[config.mk]
export PLATFORM = sky130hd
export DESIGN_NAME = sr_flag_arbiter
export DESIGN_NICKNAME = d
export VERILOG_FILES = /design/src/rtl/sr_flag_arbiter.sv
export SDC_FILE = /design/constraint.sdc
export NUM_CORES = 1
export LEC_CHECK = 0
export CAP_MARGIN = 20
export CORE_ASPECT_RATIO = 0.7
export CORE_MARGIN = 4
export CORE_UTILIZATION = 53
export DETAILED_ROUTE_END_ITERATION = 8
export HOLD_SLACK_MARGIN = 0.08
export PLACE_DENSITY = 0.86
export SKIP_CTS_REPAIR_TIMING = 1
export SLEW_MARGIN = 15
export SYNTH_ARGS = -nofsm -noshare
export SYNTH_HDL_FRONTEND = slang
export SYNTH_SLANG_ARGS = --single-unit
[constraint.sdc]
create_clock -name clk -period 2.9 [get_ports clk]
set_input_delay 0.725 -clock clk [delete_from_list [all_inputs] [get_ports clk]]
set_output_delay 0.725 -clock clk [all_outputs]
set_load 0.05 [all_outputs]
[src/rtl/sr_flag_arbiter.sv]
// Round-robin arbiter that shares one SR latch between N requesters and drives fixed-width s/r pulses.
// Optional feature: define SR_ARB_SKIP_REDUNDANT_EN to skip pulses that would not change the flag.
module sr_flag_arbiter #(
  parameter int unsigned N       = 4,
  parameter int unsigned PULSE_W = 2
) (
  input  logic                 clk,
  input  logic                 rst,
  input  logic [N-1:0]         set_req,
  input  logic [N-1:0]         clr_req,
  output logic [N-1:0]         ack,
  output logic [N-1:0]         err,
  output logic                 s,
  output logic                 r,
  output logic                 q_track,
  output logic                 busy,
  output logic [$clog2(N)-1:0] gnt_id
);

  localparam int unsigned IW = $clog2(N);
  localparam int unsigned CW = 4;

  typedef enum logic [1:0] {
    IDLE    = 2'd0,
    PULSE   = 2'd1,
    RECOVER = 2'd2
  } state_t;

  state_t          state, state_n;
  logic [CW-1:0]   cnt, cnt_n;
  logic            op_set, op_set_n;
  logic [IW-1:0]   ptr, ptr_n;
  logic [IW-1:0]   gnt_n;
  logic            q_n, s_n, r_n, busy_n;
  logic [N-1:0]    ack_n, err_n;

  logic [N-1:0]    pend;
  logic            found;
  logic [IW-1:0]   win;
  logic            win_set, win_clr, win_both;
  logic            redundant;
  logic [IW-1:0]   win_next;

  assign pend = set_req | clr_req;

  // First pending requester at or above ptr, wrapping modulo N.
  always_comb begin
    found = 1'b0;
    win   = '0;
    for (int unsigned k = 0; k < N; k++) begin
      if (!found && pend[IW'((32'(ptr) + k) % N)]) begin
        found = 1'b1;
        win   = IW'((32'(ptr) + k) % N);
      end
    end
  end

  assign win_set  = set_req[win];
  assign win_clr  = clr_req[win];
  assign win_both = win_set & win_clr;
  assign win_next = (win == IW'(N - 1)) ? '0 : win + IW'(1);

`ifdef SR_ARB_SKIP_REDUNDANT_EN
  // A pulse that would leave the latch unchanged is acknowledged without driving s/r.
  assign redundant = !win_both && ((win_set && q_track) || (win_clr && !q_track));
`else
  assign redundant = 1'b0;
`endif

  function automatic logic [N-1:0] onehot(input logic [IW-1:0] idx);
    logic [N-1:0] v;
    v = '0;
    v[idx] = 1'b1;
    return v;
  endfunction

  // State and registered-output register.
  always_ff @(posedge clk) begin
    if (rst) begin
      state   <= IDLE;
      cnt     <= '0;
      op_set  <= 1'b0;
      ptr     <= '0;
      gnt_id  <= '0;
      q_track <= 1'b0;
      s       <= 1'b0;
      r       <= 1'b0;
      ack     <= '0;
      err     <= '0;
      busy    <= 1'b0;
    end else begin
      state   <= state_n;
      cnt     <= cnt_n;
      op_set  <= op_set_n;
      ptr     <= ptr_n;
      gnt_id  <= gnt_n;
      q_track <= q_n;
      s       <= s_n;
      r       <= r_n;
      ack     <= ack_n;
      err     <= err_n;
      busy    <= busy_n;
    end
  end

  // Next-state and next-output logic; s/r/ack are computed one cycle ahead and registered.
  always_comb begin
    state_n  = state;
    cnt_n    = cnt;
    op_set_n = op_set;
    ptr_n    = ptr;
    gnt_n    = gnt_id;
    q_n      = q_track;
    s_n      = 1'b0;
    r_n      = 1'b0;
    ack_n    = '0;
    err_n    = '0;

    unique case (state)
      IDLE: begin
        if (found) begin
          gnt_n    = win;
          ptr_n    = win_next;
          op_set_n = win_set;
          if (win_both) begin
            state_n = RECOVER;
            ack_n   = onehot(win);
            err_n   = onehot(win);
          end else if (redundant) begin
            state_n = RECOVER;
            ack_n   = onehot(win);
          end else begin
            state_n = PULSE;
            cnt_n   = CW'(PULSE_W - 1);
            s_n     = win_set;
            r_n     = !win_set;
          end
        end
      end

      PULSE: begin
        if (cnt == '0) begin
          state_n = RECOVER;
          q_n     = op_set;
          ack_n   = onehot(gnt_id);
        end else begin
          cnt_n = cnt - CW'(1);
          s_n   = op_set;
          r_n   = !op_set;
        end
      end

      RECOVER: begin
        state_n = IDLE;
      end

      default: begin
        state_n = IDLE;
      end
    endcase

    busy_n = (state_n != IDLE);
  end

`ifndef SYNTHESIS
  // Latch-safety and handshake invariants.
  a_sr_exclusive: assert property (@(posedge clk) disable iff (rst) !(s && r));
  a_ack_onehot0:  assert property (@(posedge clk) disable iff (rst) $onehot0(ack));
  a_err_with_ack: assert property (@(posedge clk) disable iff (rst) (err & ~ack) == '0);
  a_quiet_idle:   assert property (@(posedge clk) disable iff (rst)
                                   (state != PULSE) |-> !(s || r));
`endif

endmodule

==> metrics.txt, run 1 <==
r2r startpoint=ptr[1]; status=completed; Max Clock Freq=375.1 MHz; count leader, synth=dfxtp_1; switching portion of total power=0.4707; Slew Limit Fails=0; Max Cap Violations=0; Synth area leaders=dfxtp_1 41%, ha_1 6.7%, nor2_1 5.7%, mux2i_1 3.6%, a21oi_1 2.7%; NetSw=0.7099 mW; pre-CTS setup slack=-0.06074 ns; power density cells=1070 nW/um^2; Seq pwr share=0.332; GRT Overall Usage=0.1899; per-cell routed wire length=14.97 um; number of global-route vias before repair=890; minimum clock period=2.666 ns; Starting Density=0.5815; Fillers=135; Tightest Pin Transition=0.4991 ns; sequence of cells on the critical path=clkdlybuf4s50_1 -> o21ai_0 -> a21boi_1 -> nor3_4 -> inv_4 -> a311oi_2 -> nor3_2 -> a32o_1; Clk pwr share=0.095; Clock Latency Late Sink=0.31 ns; Pleak=0.5404 nW; Req. time, crit path=3.10 ns; initial antenna violation count=0; post-synthesis cell type count=40; Synth top cells by count=23 x dfxtp_1, 17 x nor2_1; DP Wirelength=1.992 mm; sequential element share of the synthesized area=0.4126; syn_nets=137; Area after DPL=1381 um^2; CP arrival=2.87 ns; Critical Setup Path Class=input port to flop; Synth Instances=121; drt total wl=2.545 mm; Worst Clk Skew=0.006984 ns; Internal Power=0.7982 mW; Sequential Area=460.4 um^2; Inserted Clock Buffers=3; largest area contributor in the netlist=dfxtp_1; CP Capture Point=ack[3]; via count=995; Non-Filler Instances=170; CP Max Fanout=9; Startpoint Class=input port; syn_area_per_cell=9.224 um^2; Final setup viols=0; Area Overhead vs Synth=26.23%; CP max stage delay=0.51 ns; Nets=165; Final Cycle Share=0.9194; FF-to-FF path depth=7; GRT Residual Overflow=0; Die Area=2916 um^2; CTS root buf=clkbuf_4; Max transition margin=0.6662; ys async rst share=0; CTS max path bufs=2; Reg-to-Reg End=ack[3]; Peak supply drop=0.5861 mV; Yosys warning count=0; core area=1919 um^2; Critical Path Stages=8; detailed router's first-iteration violation count=62; Worst Hold Class=flop to flop; CP Launch Point=set_req[0]; Crit path max-delay family=compound AO/OA/AOI/OAI gates; area of the multi-input gates=619.3 um^2; Buf/Inv on CP=2; GPL Wtd Cong=0.8562; post-route design area=1409 um^2; level count of the clock H-tree=1; placed cell count=166; number of routed nets with antenna violations=0; CTS tree=done; endpoint class of the critical path=flop; Final WS setup=0.2339 ns; num ports=24; Slowest-stage cell, CP=clkdlybuf4s50_1; count of state elements after synthesis=23; Synth Flop Type=dfxtp_1; post-route DRC violation count=0; port bufs=23; share of layout cells above drive strength 1=0.1081; number of enable flip-flop cells after synthesis=0; DR vias/cell=5.853; FP Rows=13; Die Span Y=46.40 um; synthesized area=1116 um^2; clk sinks=23; Hold Vio Cnt, Final=0; first-pass GRT wire length=4.146 mm; R2R setup slack=0.88 ns; largest net degree at the start of global routing=15; combinational power share=0.573; Die Wd=62.85 um; final antenna diode count=0; unrepaired setup endpoints after global routing=false; clock slew seen by the registers of the worst setup and hold paths=0.12 ns; DR pass1 iterations=4; area share of the largest cell type after synthesis=0.4126
cells in the final DEF, fill, tap and decap left out, types with 3 or more instances in the layout:
cell             count
a21oi_1              6
and2_1               4
clkbuf_4             3
clkdlybuf4s50_1     23
dfxtp_1             23
ha_1                 6
inv_1                6
mux2i_1              4
nand2_1              6
nor2_1              17
nor3_1               4
o21ai_0              3
or3_1                3
per-layer routing:
layer / global-route usage / part of all wire / vias up
met3: 0.07317 / 0.099 / 6
li1: - / - / 492
met5: 0 / 0 / -
met2: 0.3093 / 0.43 / 50
met1: 0.2378 / 0.46 / 447
met4: 0.05702 / 0.011 / 0
power groups by stage:
stage / clock network, mW / logic, mW / registers (mW)
6_report: 0.143 / 0.865 / 0.501
5_1_grt: 0.162 / 0.936 / 0.512
3_5_place_dp: 0 / 0.854 / 0.504
2_1_floorplan: 0 / 0.458 / 0.656
4_1_cts: 0.147 / 0.858 / 0.497
3_3_place_gp: 0 / 0.841 / 0.498
how the worst min path moves through the flow:
stage          startpoint  cells past startpoint  slack [ns]  endpoint
6_report           op_set                      1        0.45         r
5_1_grt            op_set                      1        0.49         r
4_1_cts            op_set                      1        0.45         r
3_5_place_dp       op_set                      1        0.43         r
3_3_place_gp       op_set                      1        0.43         r
2_1_floorplan      op_set                      1        0.41         r
cell type report:
class / instances / share of cell area
multi-input cells: 89 / 0.4396
well taps: 22 / 0.01954
repair buffers: 25 / 0.1741
inverters: 7 / 0.02043
clock buffers: 3 / 0.01599
flip-flops and latches: 23 / 0.3268
clock inverters: 1 / 0.003552
worst register-to-register path: cells and delay by family (launching register included):
family,cells,cell delay [ns]
AND/OR/NAND/NOR,2,0.54
flip-flops,1,0.41
buffers and inverters,1,0.10
AO/OA/AOI/OAI,4,0.87
cells by family (layout without fill, tap and decap cells):
group,after synthesis,in the layout,share of synthesized area
adders and majority gates,6,6,0.06726
and+or+nand+nor,47,47,0.2309
muxes,4,4,0.03588
DFF,23,23,0.4126
xor gates and xnor gates,2,2,0.01570
buffers and inverters,9,36,0.03252
AOI/OAI and AO/OA,30,30,0.2052
registers in the layout, indices dropped and copies added, names as in the netlist:
| register | cells |
|---|---|
| busy | 1 |
| err | 4 |
| s | 1 |
| q_track | 1 |
| ptr | 2 |
| ack | 4 |
| cnt | 4 |
| gnt_id | 2 |
| state | 2 |
| op_set | 1 |
| r | 1 |
per-stage QoR:
step / total power, mW / util / hold slack (ns) / TNS, ns
after CTS: 1.502 / 0.7340 / 0.4511 / 0
after floorplan: 1.114 / - / 0.4117 / 0
after global routing: 1.610 / 0.7340 / 0.4932 / 0
final: 1.508 / 0.7340 / 0.4495 / 0
after global placement: 1.340 / 0.7197 / 0.4283 / 0
after detailed placement: 1.358 / 0.7197 / 0.4277 / -0.2071
(Power assumes the default switching activity.)
==> run 2: changes to the inputs <==
ABC_AREA = 1   (was unset)
CORE_UTILIZATION = 37   (was 53)
PLACE_DENSITY = 0.63   (was 0.86)
==> run 2 against run 1 <==
Synthesized cell count up 58%. Count of clock-buffer cells in the layout up 1. Critical path depth up 11. First-iteration DRC count down 6.5%. Sequential power down 1%. Clock skew down 0.0030 ns.
==> metrics.txt, run 2 <==
status=completed; Area after DPL=1684 um^2; DP Wirelength=2.395 mm; Yosys warning count=0; initial antenna violation count=0; syn_nets=207; clk sinks=23; FP Rows=17; Non-Filler Instances=273; Max Cap Violations=0; largest area contributor in the netlist=dfxtp_1; M1 WL=1.635 mm; post-synthesis cell type count=26; syn_area_per_cell=6.990 um^2; synthesized area=1335 um^2; most frequent cells in the layout=45 x nand2_1, 26 x inv_1, 24 x nand3_1; Nets=243; Peak supply drop=0.5156 mV; clock slew seen by the registers of the worst setup and hold paths=0.08 ns; Tightest Pin Transition=0.5073 ns; pre-CTS setup slack=-0.02649 ns; level count of the clock H-tree=1; minimum clock period=2.630 ns; GRT Overall Usage=0.1362; Synth area leaders=dfxtp_1 34%, nand2_1 13%, nand3_1 9.0%, inv_1 7.3%, ha_1 5.6%; Synth top cells by count=45 x nand2_1, 26 x inv_1, 24 x nand3_1, 23 x dfxtp_1, 15 x nor2_1; number of enable flip-flop cells after synthesis=0; Synth Instances=191; per-cell routed wire length=10.63 um; GRT Residual Overflow=0; met3 wire len=162 um; unrepaired setup endpoints after global routing=false; num ports=24; Final setup viols=0; fin util=0.5256; drt total wl=2.901 mm; Clock Latency Late Sink=0.26 ns; ys async rst share=0; Final Cycle Share=0.9068; number of global-route vias before repair=1123; Req. time, crit path=3.07 ns; CTS tree=done; Die Wd=79.80 um; Starting Density=0.4049; post-route design area=1733 um^2; GPL Wtd Cong=0.8915; DR pass1 iterations=4; Area Overhead vs Synth=29.80%; count of state elements after synthesis=23; Inserted Clock Buffers=3; Max Clock Freq=380.3 MHz; Die Area=4648 um^2; share of layout cells above drive strength 1=0.1460; count leader, synth=nand2_1; first-pass GRT wire length=5.030 mm; DR vias/cell=4.674; final antenna diode count=0; area share of the largest cell type after synthesis=0.3449; number of routed nets with antenna violations=0; Final WS setup=0.2703 ns; Worst Hold Class=flop to flop; Startpoint Class=input port; Die Span Y=58.26 um; CTS root buf=clkbuf_8; Worst Clk Skew=0.004027 ns; CP Max Fanout=6; hold_ws=0.4871 ns; Slew Limit Fails=0; post-route DRC violation count=0; via count=1276; placed cell count=269; Pleak=0.8183 nW; most common cell after layout, fill and taps aside=nand2_1; Fillers=316; highest routed layer=met4; wire length on met2=1.079 mm; port bufs=23; power density cells=1236 nW/um^2; biggest regs=ack: 4 flops, cnt: 4 flops, err: 4 flops; Sequential Area=460.4 um^2; area of the multi-input gates=752.0 um^2; core area=3297 um^2; Critical Setup Path Class=input port to flop; CTS max path bufs=2; Max transition margin=0.6607; Hold Vio Cnt, Final=0; largest net degree at the start of global routing=13; sequential element share of the synthesized area=0.3449; CP arrival=2.80 ns; detailed router's first-iteration violation count=58; endpoint class of the critical path=flop; Synth Flop Type=dfxtp_1
[run 2: worst paths after layout]
check        startpoint      end  slack, ns  cells past startpoint
max          set_req[2]   cnt[1]       0.27                     19
max reg2reg      ptr[0]   cnt[1]       0.67                     19
min reg2reg      op_set  q_track       0.49                      2
min              op_set  q_track       0.49                      2
[run 2: stage by stage]
step                setup TNS [ns]  power (mW)
floorplan                        0       1.519
global placement          -0.05219       1.955
detailed placement        -0.03979       1.945
CTS                              0       2.144
global route                     0       2.332
finish                           0       2.143
[run 2: cell families (layout without fill, tap and decap cells)]
| family | count (synthesis) | count (layout) | synth area share |
|---|---|---|---|
| compound gates | 21 | 21 | 0.08247 |
| simple gates | 108 | 108 | 0.4086 |
| flops | 23 | 23 | 0.3449 |
| fa+ha+maj | 6 | 6 | 0.05623 |
| xor+xnor | 2 | 2 | 0.01312 |
| buf+inv | 31 | 66 | 0.09466 |
[run 2: area by class of cell]
type | count | share of cell area
Clock buffer | 4 | 0.02599
Tap cell | 47 | 0.03394
Sequential cell | 23 | 0.2657
Timing Repair Buffer | 33 | 0.1762
Inverter | 29 | 0.06426
Multi-Input combinational cell | 137 | 0.4339
[run 2: power breakdown]
part	internal (mW)	leakage (nW)	switching, mW	total, mW
Sequential	0.422	0.189	0.0745	0.496
Clock	0.0979	0.0228	0.0951	0.193
Combinational	0.546	0.607	0.908	1.45
[run 2: critical path, stage by stage]
cell             delay (ns)
clkdlybuf4s50_1        0.42
nor2_1                 0.17
nand2_1                0.11
nand2_1                0.11
nand2_1                0.05
nand2_1                0.07
nand2_1                0.06
nand2_1                0.07
nand2_1                0.14
nand2_4                0.14
nand2_1                0.06
nand3_1                0.10
nand2_2                0.08
nand2_4                0.12
nand2_4                0.07
nand2_2                0.10
inv_2                  0.06
nor2_1                 0.11
nor2_2                 0.04
[run 2: per-layer routing]
metal,vias to the layer above,track usage
met5,-,0
met4,0,0.02892
met3,4,0.03416
met2,38,0.1831
met1,555,0.2143
li1,679,-
